**config.mk**
```make
export PLATFORM = sky130hd
export DESIGN_NAME = inst_mem_loader_flat
export DESIGN_NICKNAME = d
export VERILOG_FILES = /design/src/rtl/inst_mem_loader_pkg.sv /design/src/rtl/inst_mem_loader_if.sv /design/src/rtl/inst_mem_loader_word_assembler.sv /design/src/rtl/inst_mem_loader.sv /design/src/flat_wrapper.sv
export SDC_FILE = /design/constraint.sdc
export NUM_CORES = 1
export LEC_CHECK = 0
export CAP_MARGIN = 20
export CORE_MARGIN = 5
export CORE_UTILIZATION = 35
export CTS_BUF_LIST = sky130_fd_sc_hd__clkbuf_8
export CTS_CLUSTER_SIZE = 28
export DETAILED_ROUTE_END_ITERATION = 6
export PLACE_DENSITY = 0.59
export SYNTH_ARGS = -nofsm -noshare
export SYNTH_HDL_FRONTEND = slang
export SYNTH_SLANG_ARGS = --single-unit
```
**constraint.sdc**
```tcl
create_clock -name clk -period 2.7 [get_ports clk]
set_input_delay 0.54 -clock clk [delete_from_list [all_inputs] [get_ports clk]]
set_output_delay 0.54 -clock clk [all_outputs]
set_load 0.05 [all_outputs]
```
**src/rtl/inst_mem_loader_pkg.sv**
```systemverilog
//------------------------------------------------------------------------------
// Module  : inst_mem_loader_pkg
// Purpose : Shared constants and types for the instruction-memory loader:
//           default widths, the HALT word, and the loader state encoding.
// Revision: 1.0 - initial release
//------------------------------------------------------------------------------
`default_nettype none

package inst_mem_loader_pkg;

  localparam int              PC_BITS          = 11;
  localparam int              INSTRUCTION_BITS = 32;
  localparam int              BYTE_BITS        = 8;
  localparam logic [31:0]     HALT_WORD        = 32'hFFFF_FFFF;

  localparam logic [2:0]      LDR_IDLE         = 3'd0;
  localparam logic [2:0]      LDR_RECV         = 3'd1;
  localparam logic [2:0]      LDR_WRITE        = 3'd2;
  localparam logic [2:0]      LDR_DONE         = 3'd3;
  localparam logic [2:0]      LDR_ERROR        = 3'd4;

  typedef enum logic [2:0] {
    ST_IDLE  = LDR_IDLE,
    ST_RECV  = LDR_RECV,
    ST_WRITE = LDR_WRITE,
    ST_DONE  = LDR_DONE,
    ST_ERROR = LDR_ERROR
  } ldr_state_t;

  // Width of a counter that must hold 0..n-1 (at least one bit).
  function automatic int cnt_bits(input int n);
    return (n > 1) ? $clog2(n) : 1;
  endfunction

endpackage

`default_nettype wire

```
**src/rtl/inst_mem_loader_if.sv**
```systemverilog
//------------------------------------------------------------------------------
// Module  : inst_mem_loader_if
// Purpose : Bundles the loader's byte-stream input, its instruction-memory
//           write port and its status flags.
// Ports   : slave  - loader side (receives stream, drives memory/status)
//           master - environment side (drives stream, observes memory/status)
// Revision: 1.0 - initial release
//------------------------------------------------------------------------------
`default_nettype none

interface inst_mem_loader_if
  import inst_mem_loader_pkg::*;
#(
  parameter int PC_BITS          = inst_mem_loader_pkg::PC_BITS,
  parameter int INSTRUCTION_BITS = inst_mem_loader_pkg::INSTRUCTION_BITS,
  parameter int BYTE_BITS        = inst_mem_loader_pkg::BYTE_BITS
);

  logic                        i_start;
  logic [BYTE_BITS-1:0]        i_rx_data;
  logic                        i_rx_valid;
  logic                        o_write_inst_mem;
  logic [PC_BITS-1:0]          o_inst_mem_addr;
  logic [INSTRUCTION_BITS-1:0] o_inst_mem_data;
  logic                        o_loading;
  logic                        o_done;
  logic                        o_error;

  modport slave (
    input  i_start, i_rx_data, i_rx_valid,
    output o_write_inst_mem, o_inst_mem_addr, o_inst_mem_data,
           o_loading, o_done, o_error
  );

  modport master (
    output i_start, i_rx_data, i_rx_valid,
    input  o_write_inst_mem, o_inst_mem_addr, o_inst_mem_data,
           o_loading, o_done, o_error
  );

endinterface

`default_nettype wire

```
**src/rtl/inst_mem_loader_word_assembler.sv**
```systemverilog
//------------------------------------------------------------------------------
// Module  : inst_mem_loader_word_assembler
// Purpose : Shifts received bytes MSB-first into an instruction word and
//           flags the cycle on which the final byte of a word is accepted.
// Ports   : clk, rst    - clock, async active-high reset
//           clear       - drop any partial word (start of a new load)
//           accept      - take rx_data this cycle
//           rx_data     - incoming byte
//           word_ready  - the byte taken this cycle completes a word
//           word        - shift contents with rx_data appended (complete
//                         word when word_ready is high)
// Revision: 1.0 - initial release
//------------------------------------------------------------------------------
`default_nettype none

module inst_mem_loader_word_assembler
  import inst_mem_loader_pkg::*;
#(
  parameter int INSTRUCTION_BITS = inst_mem_loader_pkg::INSTRUCTION_BITS,
  parameter int BYTE_BITS        = inst_mem_loader_pkg::BYTE_BITS
) (
  input  logic                        clk,
  input  logic                        rst,
  input  logic                        clear,
  input  logic                        accept,
  input  logic [BYTE_BITS-1:0]        rx_data,
  output logic                        word_ready,
  output logic [INSTRUCTION_BITS-1:0] word
);

  localparam int                  BYTES_PER_WORD = INSTRUCTION_BITS / BYTE_BITS;
  localparam int                  COUNT_BITS     = cnt_bits(BYTES_PER_WORD);
  localparam logic [COUNT_BITS-1:0] LAST_BYTE    = COUNT_BITS'(BYTES_PER_WORD - 1);

  logic [INSTRUCTION_BITS-1:0] shift;
  logic [COUNT_BITS-1:0]       count;

  // Combinational look-ahead so the loader can capture the finished word on
  // the same edge that accepts its last byte.
  generate
    if (BYTES_PER_WORD > 1) begin : g_multi_byte
      assign word = {shift[INSTRUCTION_BITS-BYTE_BITS-1:0], rx_data};
    end else begin : g_single_byte
      assign word = INSTRUCTION_BITS'(rx_data);
    end
  endgenerate

  assign word_ready = accept && (count == LAST_BYTE);

  always_ff @(posedge clk or posedge rst) begin
    if (rst) begin
      shift <= '0;
      count <= '0;
    end else if (clear) begin
      shift <= '0;
      count <= '0;
    end else if (accept) begin
      shift <= word;
      count <= word_ready ? '0 : count + 1'b1;
    end
  end

endmodule

`default_nettype wire

```
**src/rtl/inst_mem_loader.sv**
```systemverilog
//------------------------------------------------------------------------------
// Module  : inst_mem_loader
// Purpose : Programs instruction memory from a UART byte stream. Bytes are
//           assembled MSB-first into words, each word is written at the next
//           address, and the load ends when the HALT word has been written
//           (done) or the last address was written without one (error).
// Ports   : clk  - system clock
//           rst  - asynchronous active-high reset
//           bus  - inst_mem_loader_if.slave: i_start, i_rx_data, i_rx_valid,
//                  o_write_inst_mem, o_inst_mem_addr, o_inst_mem_data,
//                  o_loading, o_done, o_error
// Revision: 1.0 - initial release
//------------------------------------------------------------------------------
`default_nettype none

module inst_mem_loader
  import inst_mem_loader_pkg::*;
#(
  parameter int PC_BITS          = inst_mem_loader_pkg::PC_BITS,
  parameter int INSTRUCTION_BITS = inst_mem_loader_pkg::INSTRUCTION_BITS,
  parameter int BYTE_BITS        = inst_mem_loader_pkg::BYTE_BITS,
  parameter logic [INSTRUCTION_BITS-1:0] HALT_WORD =
    INSTRUCTION_BITS'(inst_mem_loader_pkg::HALT_WORD)
) (
  input  logic              clk,
  input  logic              rst,
  inst_mem_loader_if.slave  bus
);

  ldr_state_t                  state;
  ldr_state_t                  state_next;
  logic [PC_BITS-1:0]          addr;
  logic [INSTRUCTION_BITS-1:0] data;

  logic                        start_ok;
  logic                        halt_hit;
  logic                        last_addr;
  logic                        write_continue;
  logic                        accept;
  logic                        word_ready;
  logic [INSTRUCTION_BITS-1:0] word;

  // A load can only be (re)started from a resting state.
  assign start_ok = bus.i_start &&
                    (state == ST_IDLE || state == ST_DONE || state == ST_ERROR);

  assign halt_hit  = (data == HALT_WORD);
  assign last_addr = &addr;

  // In the WRITE cycle a byte belongs to the next word only if the load
  // continues; after HALT or the final address it is dropped.
  assign write_continue = (state == ST_WRITE) && !halt_hit && !last_addr;
  assign accept         = bus.i_rx_valid && ((state == ST_RECV) || write_continue);

  inst_mem_loader_word_assembler #(
    .INSTRUCTION_BITS (INSTRUCTION_BITS),
    .BYTE_BITS        (BYTE_BITS)
  ) u_word_assembler (
    .clk        (clk),
    .rst        (rst),
    .clear      (start_ok),
    .accept     (accept),
    .rx_data    (bus.i_rx_data),
    .word_ready (word_ready),
    .word       (word)
  );

  always_ff @(posedge clk or posedge rst) begin
    if (rst) begin
      state <= ST_IDLE;
    end else begin
      state <= state_next;
    end
  end

  always_comb begin
    state_next = state;
    case (state)
      ST_IDLE, ST_DONE, ST_ERROR: begin
        if (bus.i_start) state_next = ST_RECV;
      end
      ST_RECV: begin
        if (word_ready) state_next = ST_WRITE;
      end
      ST_WRITE: begin
        if (halt_hit)       state_next = ST_DONE;
        else if (last_addr) state_next = ST_ERROR;
        else                state_next = ST_RECV;
      end
      default: state_next = ST_IDLE;
    endcase
  end

  // Address and data hold between writes; consumers qualify with the strobe.
  always_ff @(posedge clk or posedge rst) begin
    if (rst) begin
      addr <= '0;
      data <= '0;
    end else begin
      if (start_ok)            addr <= '0;
      else if (write_continue) addr <= addr + 1'b1;
      if (word_ready && state == ST_RECV) data <= word;
    end
  end

  assign bus.o_write_inst_mem = (state == ST_WRITE);
  assign bus.o_inst_mem_addr  = addr;
  assign bus.o_inst_mem_data  = data;
  assign bus.o_loading        = (state == ST_RECV) || (state == ST_WRITE);
  assign bus.o_done           = (state == ST_DONE);
  assign bus.o_error          = (state == ST_ERROR);

endmodule

`default_nettype wire

```
**src/flat_wrapper.sv**
```systemverilog
// flat-port wrapper written by rule: the top's interface ports become plain ports
module inst_mem_loader_flat import inst_mem_loader_pkg::*;
#(
  parameter int PC_BITS          = inst_mem_loader_pkg::PC_BITS,
  parameter int INSTRUCTION_BITS = inst_mem_loader_pkg::INSTRUCTION_BITS,
  parameter int BYTE_BITS        = inst_mem_loader_pkg::BYTE_BITS,
  parameter logic [INSTRUCTION_BITS-1:0] HALT_WORD =
    INSTRUCTION_BITS'(inst_mem_loader_pkg::HALT_WORD)
)
  (clk, rst, bus_i_start, bus_i_rx_data, bus_i_rx_valid, bus_o_write_inst_mem, bus_o_inst_mem_addr, bus_o_inst_mem_data, bus_o_loading, bus_o_done, bus_o_error);
  inst_mem_loader_if #(.PC_BITS(PC_BITS), .INSTRUCTION_BITS(INSTRUCTION_BITS), .BYTE_BITS(BYTE_BITS)) bus_i ();
  input  logic clk;
  input  logic rst;
  input wire logic [$bits(bus_i.i_start)-1:0] bus_i_start;
  input wire logic [$bits(bus_i.i_rx_data)-1:0] bus_i_rx_data;
  input wire logic [$bits(bus_i.i_rx_valid)-1:0] bus_i_rx_valid;
  output wire logic [$bits(bus_i.o_write_inst_mem)-1:0] bus_o_write_inst_mem;
  output wire logic [$bits(bus_i.o_inst_mem_addr)-1:0] bus_o_inst_mem_addr;
  output wire logic [$bits(bus_i.o_inst_mem_data)-1:0] bus_o_inst_mem_data;
  output wire logic [$bits(bus_i.o_loading)-1:0] bus_o_loading;
  output wire logic [$bits(bus_i.o_done)-1:0] bus_o_done;
  output wire logic [$bits(bus_i.o_error)-1:0] bus_o_error;
  assign bus_i.i_start = bus_i_start;
  assign bus_i.i_rx_data = bus_i_rx_data;
  assign bus_i.i_rx_valid = bus_i_rx_valid;
  assign bus_o_write_inst_mem = bus_i.o_write_inst_mem;
  assign bus_o_inst_mem_addr = bus_i.o_inst_mem_addr;
  assign bus_o_inst_mem_data = bus_i.o_inst_mem_data;
  assign bus_o_loading = bus_i.o_loading;
  assign bus_o_done = bus_i.o_done;
  assign bus_o_error = bus_i.o_error;
  inst_mem_loader #(.PC_BITS(PC_BITS), .INSTRUCTION_BITS(INSTRUCTION_BITS), .BYTE_BITS(BYTE_BITS), .HALT_WORD(HALT_WORD)) u_core (.clk(clk), .rst(rst), .bus(bus_i));
endmodule
```
## Word level (Yosys, flattened, before mapping)

Cells that the tools add are included.

- Bits in registers: 72
- Bits in latches: 0
- Memory bits (writable): 0
- Memory bits (read-only): 0
- Input bits: 12
- Output and inout bits: 47
- Word-level logic and storage cells: 45
- Memories kept: 0

- Add/sub/neg operators: 2
- $mul: 0
- Divide/modulo/power cells: 0
- $lt $le $gt $ge: 0
- Equal/unequal tests: 8
- Shifts and indexed selects: 0
- Multiplexer cells: 12
- Bitwise operators: 0
- Reductions and logical operators: 18

Operator list:

| cell | number |
|---|---|
| $mux 24 | 2 |
| $eq 32x32->1 const B | 1 |
| $mux 11 | 2 |
| $mux 3 | 4 |
| $add 11x1->11 const B | 1 |
| $reduce_and 11->1 | 1 |
| $pmux 3 s3 | 1 |
| $eq 3x2->1 const B | 2 |
| $logic_and 1x1->1 | 6 |
| $mux 2 | 3 |
| $logic_or 1x1->1 | 4 |
| $ne 2x2->1 const B | 2 |
| $reduce_bool 2->1 | 2 |
| $eq 3x1->1 const B | 1 |
| $eq 3x3->1 const B | 1 |
| $logic_not 3->1 | 1 |
| $reduce_or 3->1 | 1 |
| $add 2x1->2 const B | 1 |
| $eq 2x2->1 const B | 1 |
| $logic_not 1->1 | 2 |
| $reduce_and 2->1 | 1 |

## Depth between registers and ports, before layout

Gate-level depths: netlist (run 1).

- Depth after elaboration: 10
- Depth in mapped cells: 7
- Mapped depth without buffers: 6

## Cells and area by module

A second synthesis (run 1) with hierarchy kept.

- Cells, all modules: 268
- Area, all modules: 3239.4 µm²

By module, submodules not included:

| module | times used | cells an instance | area each (µm²) | sequential area each (µm²) |
|---|---|---|---|---|
| inst_mem_loader | 1 | 173 | 2080.7 | 1151.1 |
| inst_mem_loader_word_assembler | 1 | 95 | 1158.6 | 650.6 |

## Least setup slack after synthesis (run 1)

Ideal clock, no wire load.

- Kind: reg2reg
- From: register u_core.addr[0], in the netlist u_core.bus.o_inst_mem_addr[0]
- To: register u_core.u_word_assembler.shift[10]
- Setup time: 0.121 ns
- Data arrival time: 1.905 ns
- Required time: 2.579 ns
- Setup slack: 0.673 ns
- Stages on the path, launching flop included: 8
- Path buffers: 1
- Clock period less this slack: 2.027 ns
- Path through: dfrtp_1 ha_1 nand4_1 or3_4 nand3_2 o21ai_4 buf_6 o2bb2ai_1

- Cells in the longest elaborated chain, start to end: 6

Ends and longest elaborated chain:

| element | line | text |
|---|---|---|
| from (decl) | inst_mem_loader.sv:32 | `logic [PC_BITS-1:0] addr;` |
| from (signal assigned) | inst_mem_loader.sv:101 | `else if (write_continue) addr <= addr + 1'b1;` |
| $reduce_and 11->1 | inst_mem_loader.sv:48 | `assign last_addr = &addr;` |
| $logic_not 1->1 | inst_mem_loader.sv:52 | `assign write_continue = (state == ST_WRITE) && !halt_hit && !last_addr;` |
| $logic_and 1x1->1 | inst_mem_loader.sv:52 |  |
| $logic_or 1x1->1 | inst_mem_loader.sv:53 | `assign accept = bus.i_rx_valid && ((state == ST_RECV) \|\| write_continue);` |
| $logic_and 1x1->1 | inst_mem_loader.sv:53 |  |
| $reduce_bool 2->1 (no source line) | - |  |
| to (signal assigned) | inst_mem_loader_word_assembler.sv:58 | `shift <= word;` |
| to (decl) | inst_mem_loader_word_assembler.sv:35 | `logic [INSTRUCTION_BITS-1:0] shift;` |

No other way between the ends.
A chain may end at the register's enable or synchronous reset.

## Worst setup path in the final report (run 1)

- From: register u_core.state[1]
- To: output port bus_o_error

- Cells in the longest elaborated chain, start to end: 1

Ends and longest elaborated chain:

| element | line | text |
|---|---|---|
| from (decl) | inst_mem_loader.sv:30 | `ldr_state_t state;` |
| from (signal assigned) | inst_mem_loader.sv:72 | `state <= state_next;` |
| $eq 3x3->1 | inst_mem_loader.sv:111 | `assign bus.o_error = (state == ST_ERROR);` |
| to (decl) | flat_wrapper.sv:22 | `output wire logic [$bits(bus_i.o_error)-1:0] bus_o_error;` |

No other way between the ends.

==> impl_metrics.py, run 1 <==
metrics = {
    "global_routing": {
        "grt_util_all_layers_pct": 13.74,
        "grt_pass1_wl_mm": 12.51,
        "grt_antenna_before_repair": 0,
        "grt_overflow_total": 0,
        "maximum_number_of_pins_on_one_net_before_global_route_repair": 73,
        "grt_pass1_vias": 2410,
    },
    "min_path": {
        "worst_hold_path_type": "register to register",
        "whs_path_depth": 1,
        "min_delay_worst_endpoint": "u_core.bus.o_inst_mem_data[27]",
        "min-delay-start": "u_core.u_word_assembler.shift[19]",
    },
    "critical_path": {
        "arrival_ps": 2030,
        "critical_path.startpoint": "u_core.state[1]",
        "crit_required_ps": 2160,
        "r2r-start": "u_core.state[1]",
        "crit_path_max_fanout": 11,
        "worstSetupStartpointType": "register",
        "timing.critical_path.to_type": "output port",
        "regToRegSetupSlack_ps": 400,
        "criticalPathCategory": "register to output port",
        "worst_r2r_endpoint": "u_core.u_word_assembler.shift[17]",
        "worst_r2r_path_depth": 5,
    },
    "power": {
        "power_density_mw_per_mm2": 1162,
        "leakage_power_nw": 1.756,
        "share_of_power_burned_in_combinational_logic_pct": 45.2,
        "power_switching_w": 0.002163,
        "share_seq_of_total_power_pct": 39.2,
        "power.switching_fraction_pct": 44.98,
        "power_report.internal_total_w": 0.002647,
        "max-vdd-ir-drop_mv": 0.6018,
        "p_clk_share_pct": 15.6,
        "fin_total_pwr_w": 0.004810,
    },
    "drt": {
        "drc": 0,
        "drtAntennaViolNets": 0,
        "wl_per_cell_um": 16.57,
        "detail_route.iter0.violations": 92,
        "first_pass_iters": 4,
        "detailroute.via_count": 2360,
        "vias_per_cell": 5.303,
        "drt_wl_total_mm": 7.374,
    },
    "timing": {
        "final.setup_skew_ps": 11.65,
        "worstMarginPinSlew_ps": 1060,
        "final_min_period_over_clock_period_pct": 95.12,
        "setup_repair_after_global_routing_missed_its_margin": "no",
        "fin_setup_tns_ps": 0,
        "fmax_mhz": 389.4,
        "max-slew-margin-rel_pct": 29.25,
        "fin_hold_ws_ps": 496.9,
        "final.min_clock_period_ps": 2568,
        "setup_violators_final": 0,
        "hold_viol": 0,
        "fin_ws_ps": 131.9,
        "final-max-slew-violation-count": 0,
    },
    "yosys": {
        "synth.top_cells.by_count": "dfrtp_1, mux2_1, nand3_1",
        "post-synth-top-area-cell": "dfrtp_1",
        "yosys.area_share.xor_xnor_pct": 0,
        "number_of_enable_type_register_cells_in_the_synthesized_netlist": 0,
        "most_common_cell_in_the_synthesized_netlist": "dfrtp_1",
        "synth_top_cell_area_share_pct": 54.88,
        "synth.lib_cells_used.distinct": 46,
        "share_of_synthesized_area_occupied_by_flip_flops_and_latches_pct": 54.88,
        "synth.avg_cell_area_um2": 12.16,
        "multiplexer_share_of_the_synthesized_area_pct": 12.80,
        "yosys_register_bits": 72,
        "yosys-top-cells-area": "dfrtp_1, mux2_1, o2bb2ai_1",
        "synth_top_family_by_area": "simple AND/OR/NAND/NOR gates",
        "synth_cells": 270,
        "synthesis.yosys.warnings": 0,
        "yosys.area_share.adder_pct": 0.7622,
        "share_of_synthesized_cell_area_in_and_or_nand_and_nor_gates_pct": 16.96,
        "synth_nets": 284,
        "postSynth.asyncResetShare_pct": 100.0,
        "post_synth_instance_area_mm2": 0.003283,
        "main_flop_type_after_synthesis": "dfrtp_1",
        "post_synthesis_compound_gate_area_fraction_pct": 10.67,
    },
    "cts": {
        "clk_pin_slew_worst_paths_ps": 70,
        "cts.htree.levels": 3,
        "ctsHoldBuffers": 0,
        "worstSkewPairLatency_ps": 340,
        "cts_buffers": 9,
        "cts_max_path_buffers": 2,
        "clkSinkCount": 72,
        "cts-root-buf": "clkbuf_8",
        "tritoncts": "yes",
    },
    "outcome": {
        "run_status": "completed",
    },
    "place": {
        "dp.final_hpwl_mm": 5.069,
        "post-place-ws_ps": 311.5,
        "gpl.final_weighted_congestion": 0.7850,
        "buffer_ports.inserted": 58,
    },
    "job": {
        "drv_cap": 0,
    },
    "floorplanning": {
        "die_area_mm2": 0.01142,
        "die_h_um": 106.9,
        "floorplan.die.width_um": 106.9,
        "core_area_mm2": 0.009196,
        "floorplan.initialDensity_pct": 35.70,
        "fp-row-count": 35,
        "boundaryPins": 59,
    },
    "cells_and_area": {
        "layout-drive-gt1-share_pct": 11.08,
        "num_antenna_cells": 0,
        "layout-area-overhead-vs-synth_pct": 26.11,
        "nNetsFinal": 343,
    },
}
==> metal layers <==
layer	vias up	wire (um)	GRT usage, %
met3	9	223	2.709
met2	40	3419	20.37
met1	1190	3621	19.61
met5	-	0	0
met4	0	110	5.753
li1	1121	-	-
==> cells by family (layout without fill, tap and decap cells) <==
group	count (synthesis)	after routing
multiplexers	38	38
adder cells (fa/ha/maj)	2	2
AND/OR/NAND/NOR	97	97
buffers and inverters	18	82
AO/OA/AOI/OAI	43	43
flip-flops	72	72
==> layout by cell type (no fill, tap or decap), drive strengths merged, types with 2 or more instances in the layout <==
cell type,netlist,final
nor4,3,3
clkdlybuf4s50,0,56
clkinvlp,0,3
buf,13,7
o2bb2ai,26,26
clkinv,1,3
nor2,11,11
ha,2,2
dfrtp,72,72
nand3b,2,2
nor3,2,2
o21a,2,2
a21oi,4,4
clkbuf,3,9
nor2b,2,2
nand2b,4,4
mux2,32,32
inv,1,3
nand4,12,12
o31ai,2,2
nand2,17,17
and2,4,4
nand3,32,32
o21ai,5,5
mux2i,6,6
==> area by class of cell <==
class	count	area (um^2)
clock buffer	9	123.9
timing repair buffer	64	659.4
tap	111	138.9
inverter	2	12.51
multi-input combinational	180	1355
fill	871	5056
sequential	72	1802
clock inverter	7	48.80
==> how the worst max path moves through the flow <==
| stage | to | slack [ps] | depth (start not counted) |
|---|---|---|---|
| floorplan | u_core.bus.o_inst_mem_addr[0] | 340 | 1 |
| global placement | bus_o_write_inst_mem | 310 | 3 |
| detailed placement | bus_o_write_inst_mem | 310 | 3 |
| CTS | bus_o_error | 100 | 3 |
| global route | bus_o_error | 6 | 3 |
| finish | bus_o_error | 130 | 3 |
==> stage by stage <==
step	utilization [%]	cells	instance area, um^2
after CTS	45.02	445	4140
after floorplan	-	270	3283
after detailed placement	43.16	429	3969
after global routing	45.02	445	4140
after global placement	43.16	429	3969
final	45.02	445	4140
==> state kept, by name, indices dropped and copies added, names as in the netlist <==
| name | count |
|---|---|
| u_core.bus.o_inst_mem_data | 32 |
| u_core.bus.o_inst_mem_addr | 11 |
| u_core.u_word_assembler.shift | 24 |
| u_core.u_word_assembler.count | 2 |
| u_core.state | 3 |
==> power by group through the flow <==
stage	logic [W]	registers, W	clock network (W)
5_1_grt	0.00230	0.00195	0.000830
3_5_place_dp	0.00220	0.00191	0
3_3_place_gp	0.00217	0.00190	0
4_1_cts	0.00220	0.00189	0.000779
6_report	0.00218	0.00189	0.000748
2_1_floorplan	0.000723	0.00261	0
==> timing repair <==
action,4_1_cts,5_1_grt
endpoints found under the hold margin,0,0
gates resized for setup,1,0
endpoints found under the setup margin,1,0
setup buffers,0,0
==> worst max-delay path: stages, from the launching register on <==
cell	delay (ps)
dfrtp_1	480
nor2_1	250
and2_1	160
clkdlybuf4s50_1	800
(Power assumes the default switching activity.)
==> run 2: changes to the inputs <==
--- a/config.mk
+++ b/config.mk
@@ -12,6 +12,7 @@
 export CTS_CLUSTER_SIZE = 28
 export DETAILED_ROUTE_END_ITERATION = 6
 export PLACE_DENSITY = 0.59
+export RECOVER_POWER = 50
 export SYNTH_ARGS = -nofsm -noshare
 export SYNTH_HDL_FRONTEND = slang
 export SYNTH_SLANG_ARGS = --single-unit
==> impl_metrics.py, run 2 (synthesis gave the netlist of run 1 again) <==
metrics = {
    "global_routing": {
        "grt_pass1_vias": 2410,
        "maximum_number_of_pins_on_one_net_before_global_route_repair": 73,
        "grt_antenna_before_repair": 0,
        "grt_pass1_wl_mm": 12.51,
        "grt_util_all_layers_pct": 13.74,
        "grt_overflow_total": 0,
    },
    "timing": {
        "hold_viol": 0,
        "final_min_period_over_clock_period_pct": 95.12,
        "setup_violators_final": 0,
        "fin_setup_tns_ps": 0,
        "setup_repair_after_global_routing_missed_its_margin": "no",
        "worstMarginPinSlew_ps": 1822,
        "max-slew-margin-rel_pct": -21.49,
        "final-max-slew-violation-count": 73,
        "fmax_mhz": 389.4,
        "fin_ws_ps": 131.6,
        "final.setup_skew_ps": 12.89,
        "final.min_clock_period_ps": 2568,
    },
    "place": {
        "gpl.final_weighted_congestion": 0.7850,
        "postPlaceCellArea_mm2": 0.003969,
        "dp.final_hpwl_mm": 5.069,
        "post-place-ws_ps": 311.5,
        "buffer_ports.inserted": 58,
    },
    "cts": {
        "postCtsSetupBuffers": 0,
        "cts-root-buf": "clkbuf_8",
        "tritoncts": "yes",
        "ctsHoldBuffers": 0,
        "cts.htree.levels": 3,
        "clk_pin_slew_worst_paths_ps": 90,
        "cts_max_path_buffers": 2,
        "clkSinkCount": 72,
        "worstSkewPairLatency_ps": 340,
        "cts_buffers": 9,
    },
    "power": {
        "power.switching_fraction_pct": 45.01,
        "share_seq_of_total_power_pct": 39.3,
        "power_report.internal_total_w": 0.002638,
        "power_switching_w": 0.002159,
        "max-vdd-ir-drop_mv": 0.6020,
        "share_of_power_burned_in_combinational_logic_pct": 45.1,
        "leakage_power_nw": 1.745,
        "power_density_mw_per_mm2": 1167,
        "p_clk_share_pct": 15.6,
    },
    "drt": {
        "drc": 0,
        "drt_wl_total_mm": 7.356,
        "vias_per_cell": 5.310,
        "detailroute.via_count": 2363,
        "first_pass_iters": 4,
        "detail_route.iter0.violations": 85,
        "wl_per_cell_um": 16.53,
        "drtAntennaViolNets": 0,
    },
    "job": {
        "drv_cap": 1,
    },
    "cells_and_area": {
        "most-common-layout-cells": "dfrtp_1, clkdlybuf4s50_1, mux2_1",
        "layout-drive-gt1-share_pct": 10.78,
        "nNetsFinal": 343,
        "final_cell_area_mm2": 0.004110,
        "largest_register_ffs": 32,
        "n_fill_cell": 874,
        "num_antenna_cells": 0,
        "layout_commonest_cell": "dfrtp_1",
        "layout-area-overhead-vs-synth_pct": 25.19,
    },
    "floorplanning": {
        "fp-row-count": 35,
        "boundaryPins": 59,
        "core_area_mm2": 0.009196,
        "die_h_um": 106.9,
        "floorplan.initialDensity_pct": 35.70,
        "die_area_mm2": 0.01142,
        "floorplan.die.width_um": 106.9,
    },
    "outcome": {
        "run_status": "finished, violations left",
        "failed_checks": "capacitance limit, slew limit",
    },
    "critical_path": {
        "timing.critical_path.to_type": "output port",
        "criticalPathCategory": "register to output port",
        "crit_path_max_fanout": 11,
        "worstSetupStartpointType": "register",
        "arrival_ps": 2030,
        "crit_required_ps": 2160,
    },
    "min_path": {
        "worst_hold_path_type": "register to register",
    },
}
==> run 2: changes by cell type in the layout (fill, tap and decap cells not counted), sizes merged <==
cell	change
clkdlybuf4s50	-1
dlygate4sd3	+1
clkinv	+1
buf	-2
clkbuf	+2
inv	-1
==> run 2: final timing paths <==
| path | start | end | slack, ps | cells after the start |
|---|---|---|---|---|
| setup / recovery | u_core.state[1] | bus_o_error | 130 | 3 |
| hold / removal | u_core.u_word_assembler.shift[18] | u_core.bus.o_inst_mem_data[26] | 500 | 1 |
| setup reg to reg | u_core.state[1] | u_core.u_word_assembler.shift[17] | 400 | 5 |
| hold reg to reg | u_core.u_word_assembler.shift[18] | u_core.bus.o_inst_mem_data[26] | 500 | 1 |
| max in group asynchronous | rst | u_core.u_word_assembler.shift[18] | 480 | 3 |
| min in group asynchronous | rst | u_core.bus.o_inst_mem_data[24] | 1140 | 3 |
==> run 2: layer usage <==
layer	track usage [%]	vias to the layer above	wire, um	part of all wire, %
li1	-	1121	-	-
met1	19.61	1189	3592	49
met2	20.37	44	3420	46
met3	2.709	9	233	3.2
met4	5.753	0	110	1.5
met5	0	-	0	0
==> run 2: area by class of cell <==
class / instances / area [um^2] / area share, %
multi-input cells: 180 / 1355 / 32.97
flip-flops and latches: 72 / 1802 / 43.84
well taps: 111 / 138.9 / 3.379
clock inverters: 7 / 48.80 / 1.187
clock buffers: 9 / 123.9 / 3.014
repair buffers: 64 / 629.4 / 15.31
inverters: 2 / 12.51 / 0.3044
==> run 2: worst max-delay path, stage by stage (launching register included) <==
cell and delay [ps]:
dfrtp_1 480, nor2_1 250, and2_1 160, clkdlybuf4s50_1 800
==> run 2: what timing repair did <==
action                                  in CTS  in global routing
resized for setup                            1                  0
endpoints found under the setup margin       1                  0
endpoints found under the hold margin        0                  0
==> run 2: per-stage QoR <==
| step | util (%) | instances | total power [W] | hold WS [ps] |
|---|---|---|---|---|
| after floorplan | - | 270 | 0.003335 | 463.8 |
| final | 44.69 | 445 | 0.004797 | 496.5 |
| after CTS | 45.02 | 445 | 0.004870 | 506.6 |
| after detailed placement | 43.16 | 429 | 0.004105 | 488.3 |
| after global routing | 44.69 | 445 | 0.005071 | 529.0 |
| after global placement | 43.16 | 429 | 0.004071 | 477.2 |
==> run 2: power by group through the flow <==
stage	sequential, W	clock (W)	combinational (W)
floorplan	0.00261	0	0.000723
global placement	0.00190	0	0.00217
detailed placement	0.00191	0	0.00220
CTS	0.00189	0.000779	0.00220
global route	0.00195	0.000830	0.00230
finish	0.00188	0.000749	0.00216
